$ cat config.mk
export PLATFORM = sky130hd
export DESIGN_NAME = par_ser_ch_tx
export DESIGN_NICKNAME = d
export VERILOG_FILES = /design/src/rtl/par_ser_ch_tx_pkg.sv /design/src/rtl/par_ser_ch_tx.sv
export SDC_FILE = /design/constraint.sdc
export NUM_CORES = 1
export LEC_CHECK = 0
export CAP_MARGIN = 0
export CORE_ASPECT_RATIO = 0.9
export CORE_MARGIN = 2
export CORE_UTILIZATION = 54
export CTS_BUF_LIST = sky130_fd_sc_hd__clkbuf_4 sky130_fd_sc_hd__clkbuf_8 sky130_fd_sc_hd__clkbuf_16
export DETAILED_ROUTE_END_ITERATION = 6
export PLACE_DENSITY = 0.86
export SKIP_CTS_REPAIR_TIMING = 1
export SYNTH_ARGS = -nofsm -noshare
export SYNTH_HDL_FRONTEND = slang
export SYNTH_SLANG_ARGS = --single-unit
$ cat constraint.sdc
create_clock -name clk -period 6.3 [get_ports clk]
set_clock_uncertainty 0.05 [all_clocks]
set_input_delay 1.26 -clock clk [delete_from_list [all_inputs] [get_ports clk]]
set_output_delay 1.26 -clock clk [all_outputs]
set_load 0.005 [all_outputs]
$ cat src/rtl/par_ser_ch_tx_pkg.sv
// Shared receiver/transmitter definitions for the parallel/serial complex
// channel blocks: default widths and depth, the packed complex word and the
// streaming FSM state encoding.
package par_ser_ch_tx_pkg;

  localparam int CH_DATA_WIDTH        = 16;
  localparam int CH_DOUBLE_DATA_WIDTH = 32;
  localparam int CH_DEPTH             = 13;

  // Packed complex sample: real part in the upper half, imaginary in the lower.
  typedef struct packed {
    logic signed [CH_DATA_WIDTH-1:0] re;
    logic signed [CH_DATA_WIDTH-1:0] im;
  } cplx_t;

  typedef enum logic [0:0] {
    ST_IDLE   = 1'b0,
    ST_STREAM = 1'b1
  } state_e;

endpackage

$ cat src/rtl/par_ser_ch_tx.sv
// Parallel-to-serial complex channel transmitter.
// Captures a whole frame of DEPTH complex words in one cycle and plays it out
// one word per accepted beat, index 0 first.
//
// Handshake: a downstream beat happens on a rising edge where o_valid and
// i_ready are both high; o_data/o_last hold while i_ready is low. Upstream, a
// frame is taken on a rising edge where i_load and o_in_ready are both high.
// o_in_ready is high in IDLE and, combinationally from i_ready, during the
// final beat of a frame, so a new frame can follow with no o_valid gap.
module par_ser_ch_tx
  import par_ser_ch_tx_pkg::*;
#(
  parameter int DATA_WIDTH        = CH_DATA_WIDTH,
  parameter int DOUBLE_DATA_WIDTH = CH_DOUBLE_DATA_WIDTH,
  parameter int DEPTH             = CH_DEPTH
) (
  input  logic                                     clk,
  input  logic                                     i_rst_n,
  input  logic                                     i_load,
  input  logic [DEPTH-1:0][DOUBLE_DATA_WIDTH-1:0]  i_data,
  output logic                                     o_in_ready,
  output logic signed [DOUBLE_DATA_WIDTH-1:0]      o_data,
  output logic                                     o_valid,
  input  logic                                     i_ready,
  output logic                                     o_last,
  output logic                                     o_done,
  output logic [0:0]                               o_dbg_state
);

  localparam int IDX_W = (DEPTH > 1) ? $clog2(DEPTH) : 1;
  localparam logic [IDX_W-1:0] LAST_IDX = IDX_W'(DEPTH - 1);

  localparam logic [0:0] IDLE   = ST_IDLE;
  localparam logic [0:0] STREAM = ST_STREAM;

  logic [0:0]                              state;
  logic [IDX_W-1:0]                        idx;
  logic [DEPTH-1:0][DOUBLE_DATA_WIDTH-1:0] frame_q;

  logic                         beat;
  logic                         at_last;
  logic                         final_beat;
  logic                         load_acc;
  logic [DOUBLE_DATA_WIDTH-1:0] cur_word;
  logic [DATA_WIDTH-1:0]        cur_re;
  logic [DATA_WIDTH-1:0]        cur_im;

  // Handshake decode and output view of the current word.
  always_comb begin
    o_valid    = (state == STREAM);
    at_last    = (idx == LAST_IDX);
    beat       = o_valid && i_ready;
    final_beat = beat && at_last;
    o_in_ready = (state == IDLE) || final_beat;
    load_acc   = i_load && o_in_ready;
    o_last     = o_valid && at_last;

    cur_word = frame_q[idx];
    cur_re   = cur_word[DOUBLE_DATA_WIDTH-1 -: DATA_WIDTH];
    cur_im   = cur_word[DATA_WIDTH-1:0];
    // Pure pass-through; gated so the bus reads zero whenever nothing is offered.
    o_data   = o_valid ? {cur_re, cur_im} : '0;

    o_dbg_state = state;
  end

  // FSM, word index, frame buffer and done pulse.
  always_ff @(posedge clk or negedge i_rst_n) begin
    if (!i_rst_n) begin
      state   <= IDLE;
      idx     <= '0;
      frame_q <= '0;
      o_done  <= 1'b0;
    end else begin
      o_done <= final_beat;
      if (load_acc) begin
        // Also covers a load coinciding with the final beat: restart at word 0.
        frame_q <= i_data;
        idx     <= '0;
        state   <= STREAM;
      end else if (final_beat) begin
        state <= IDLE;
        idx   <= '0;
      end else if (beat && !at_last) begin
        idx <= idx + IDX_W'(1);
      end
    end
  end

endmodule

==> out/metrics.yaml <==
run_status:
  status: "completed"
global_route:
  antenna_found_initial: 15
  grt_max_degree: 136
  grt_pass1_vias: 14300
  grt_pass1_wl_microns: 85100
  grt-ovfl-total: 0
  grt_usage_pct: 30.1
clock_network:
  cts_buffers: 44
  clk_latency_ns: 0.54
  clock_sinks: 422
  h-tree-depth: 2
  cts-root-buf: "clkbuf_16"
  cts_buffer_depth: 3
  cts_tree: "yes"
  clkTransAtPathRegs_ns: 0.06
pwr:
  switching_share_pct: 32.8
  power.total_mw: 12.1
  power.internal_mw: 8.16
  seqPwrFrac_pct: 40.0
  p_switching_mw: 3.98
  ir_drop_mv: 0.267
  p_leak_nw: 10.9
  clkPwrFrac_pct: 21.6
  powerDensity_nw_per_um2: 472
  p_comb_share_pct: 38.4
setup_path:
  r2r_end: "frame_q[298]"
  arrival_ns: 3.70
  worst-setup-path-type: "reg2out"
  rrSetupSlack_ns: 3.00
  crit_required_ns: 4.99
  crit_path_start_kind: "flip-flop"
  timing.rr.start: "idx[2]"
  end_kind: "primary output"
  rr_worst_depth: 5
  cp_max_fo: 48
drt:
  drcViolationCount: 0
  wl_per_cell_microns: 24.3
  dr_total_vias: 13400
  first_pass_iters: 6
  avgViaCountPerCell: 5.76
  finalWirelength_microns: 56600
  antenna_left: 0
  drt_iter0_drc: 994
floorplanning:
  start_util_pct: 55.1
  die_width_microns: 204
  die_h_microns: 184
  num_rows: 65
  die-area_sq_um: 37500
  ios: 457
  fp.coreArea_sq_um: 35300
logic_synthesis:
  synth_top_area_cell: "dfrtp_1"
  netlist_top_cells_count: "422 x dfrtp_1, 280 x mux2_2, 200 x mux2_1"
  synth_nets: 1816
  synth_top_area_share_pct: 54.3
  synth.most_common_cell: "dfrtp_1"
  synthArstFlopShare_pct: 100
  dominantRegCellSynth: "dfrtp_1"
  synth_edf_count: 0
  syn-cell-area_sq_um: 19400
  synthAdderAreaFrac_pct: 0.129
  synth.area.top_cells: "dfrtp_1 54%, mux2_2 16%, mux2_1 12%"
  muxShareOfSynthArea_pct: 34.5
  synth_top_family_by_area: "multiplexers"
  synth_compound_area_share_pct: 4.49
  ys_ff_latch: 422
  synth-simple-area-share_pct: 3.05
  synth_cell_types: 32
  netlist_instances: 1394
  synth.avg_cell_area_sq_um: 13.9
  yosysSeqAreaShare_pct: 54.3
  synth_warnings: 0
  synth_xor_area_share_pct: 0
timing:
  hold_viol: 0
  worst_pin_slew_ns: 0.982
  fmax_mhz: 200
  period_needed_ns: 5.01
  slew_headroom_pct: 34.6
  rsz0062_at_grt: "false"
  setup_viol: 0
  maxSlewViolCount: 0
  whs_ns: 0.432
  setup_tns_ns: 0
  fin_ws_ns: 1.29
  post-route-period-util_pct: 79.5
worst_hold_path:
  hold_depth: 1
  hold_class: "reg2reg"
  hold_path_end: "frame_q[121]"
  worstHoldStart: "frame_q[121]"
placement:
  dp_hpwl_microns: 40600
  port_buffers: 456
  pre_cts_ws_ns: 1.93
  gp_congestion: 0.892
final_layout:
  area_delta_synth_final_pct: 32.3
  fin_util_pct: 72.8
  final_nets: 2235
  drive_gt1_share_pct: 20.7
flow_run:
  drv_cap: 0
-- cell usage in the layout (no fill, tap or decap), drive strengths merged --
cell and instances:
a221oi 32, o21ai 34, clkinv 12, buf 21
diode 14, nor2b 1, nand3 2, nand4 1
mux2 480, or4 1, o22ai 31, a21o 1
nand3b 33, nand4b 2, a21oi 38, a31oi 2
clkdlybuf4s50 455, nor4 1, and2 1, or4b 1
mux2i 129, nand2 34, inv 6, ha 2
nor3 1, clkinvlp 1, and3b 1, dfrtp 422
nor2 34, o211ai 1, a32o 1, clkbuf 59
bufinv 4
-- logic make-up (layout without fill, tap and decap cells) --
kind of cell,count (synthesis),count (layout)
fa+ha+maj,2,2
other cells,0,14
simple gates,113,113
flops,422,422
mux,609,609
compound gates,140,140
buf+inv,108,558
-- state kept, by name (all words and copies together), names as in the netlist --
name,cells
o_done,1
frame_q,416
idx,4
o_dbg_state,1
-- power by group through the flow --
stage	Sequential, mW	Clock (mW)	Combinational (mW)
4_1_cts	4.85	2.67	4.64
3_3_place_gp	4.78	0	4.49
5_1_grt	5.02	2.79	4.98
6_report	4.85	2.62	4.66
3_5_place_dp	4.88	0	4.59
2_1_floorplan	4.51	0	2.99
-- worst max-delay path by stage --
stage	end	start	slack [ns]	cells after the start
finish	o_data[12]	idx[1]	1.29	5
global placement	o_data[12]	idx[1]	1.96	5
detailed placement	o_data[10]	idx[1]	1.93	5
global route	o_data[12]	idx[1]	1.16	5
CTS	o_data[10]	idx[1]	1.35	5
floorplan	o_data[10]	idx[1]	3.42	5
-- area by class of cell --
cell class | count | area, sq um
timing repair buffer | 476 | 4830
fill | 2380 | 9590
tap | 469 | 587
clock buffer | 59 | 1260
clock inverter | 18 | 200
multi-input combinational | 864 | 8210
sequential | 422 | 10600
antenna | 14 | 35.0
inverter | 5 | 18.8
-- critical path, stage by stage (launching register included) --
cell,delay [ns]
dfrtp_4,0.96
buf_12,0.38
mux2_2,0.38
a221oi_1,0.67
nand2_1,0.22
clkdlybuf4s50_1,0.51
-- routing by layer --
metal  track usage, %  routed length (microns)  vias up
met3             7.16                     4440      117
met5                0                       12        -
li1                 -                        -     5954
met4             11.4                     2160        2
met2             45.5                    25500      494
met1             42.4                    24500     6840
-- through the flow --
step	cell area, sq um	cells
after floorplan	19400	1394
after global placement	24200	2236
after detailed placement	24200	2236
after CTS	25700	2313
after global routing	25700	2326
final	25700	2327
No activity file was read; power rests on OpenSTA's default activity.
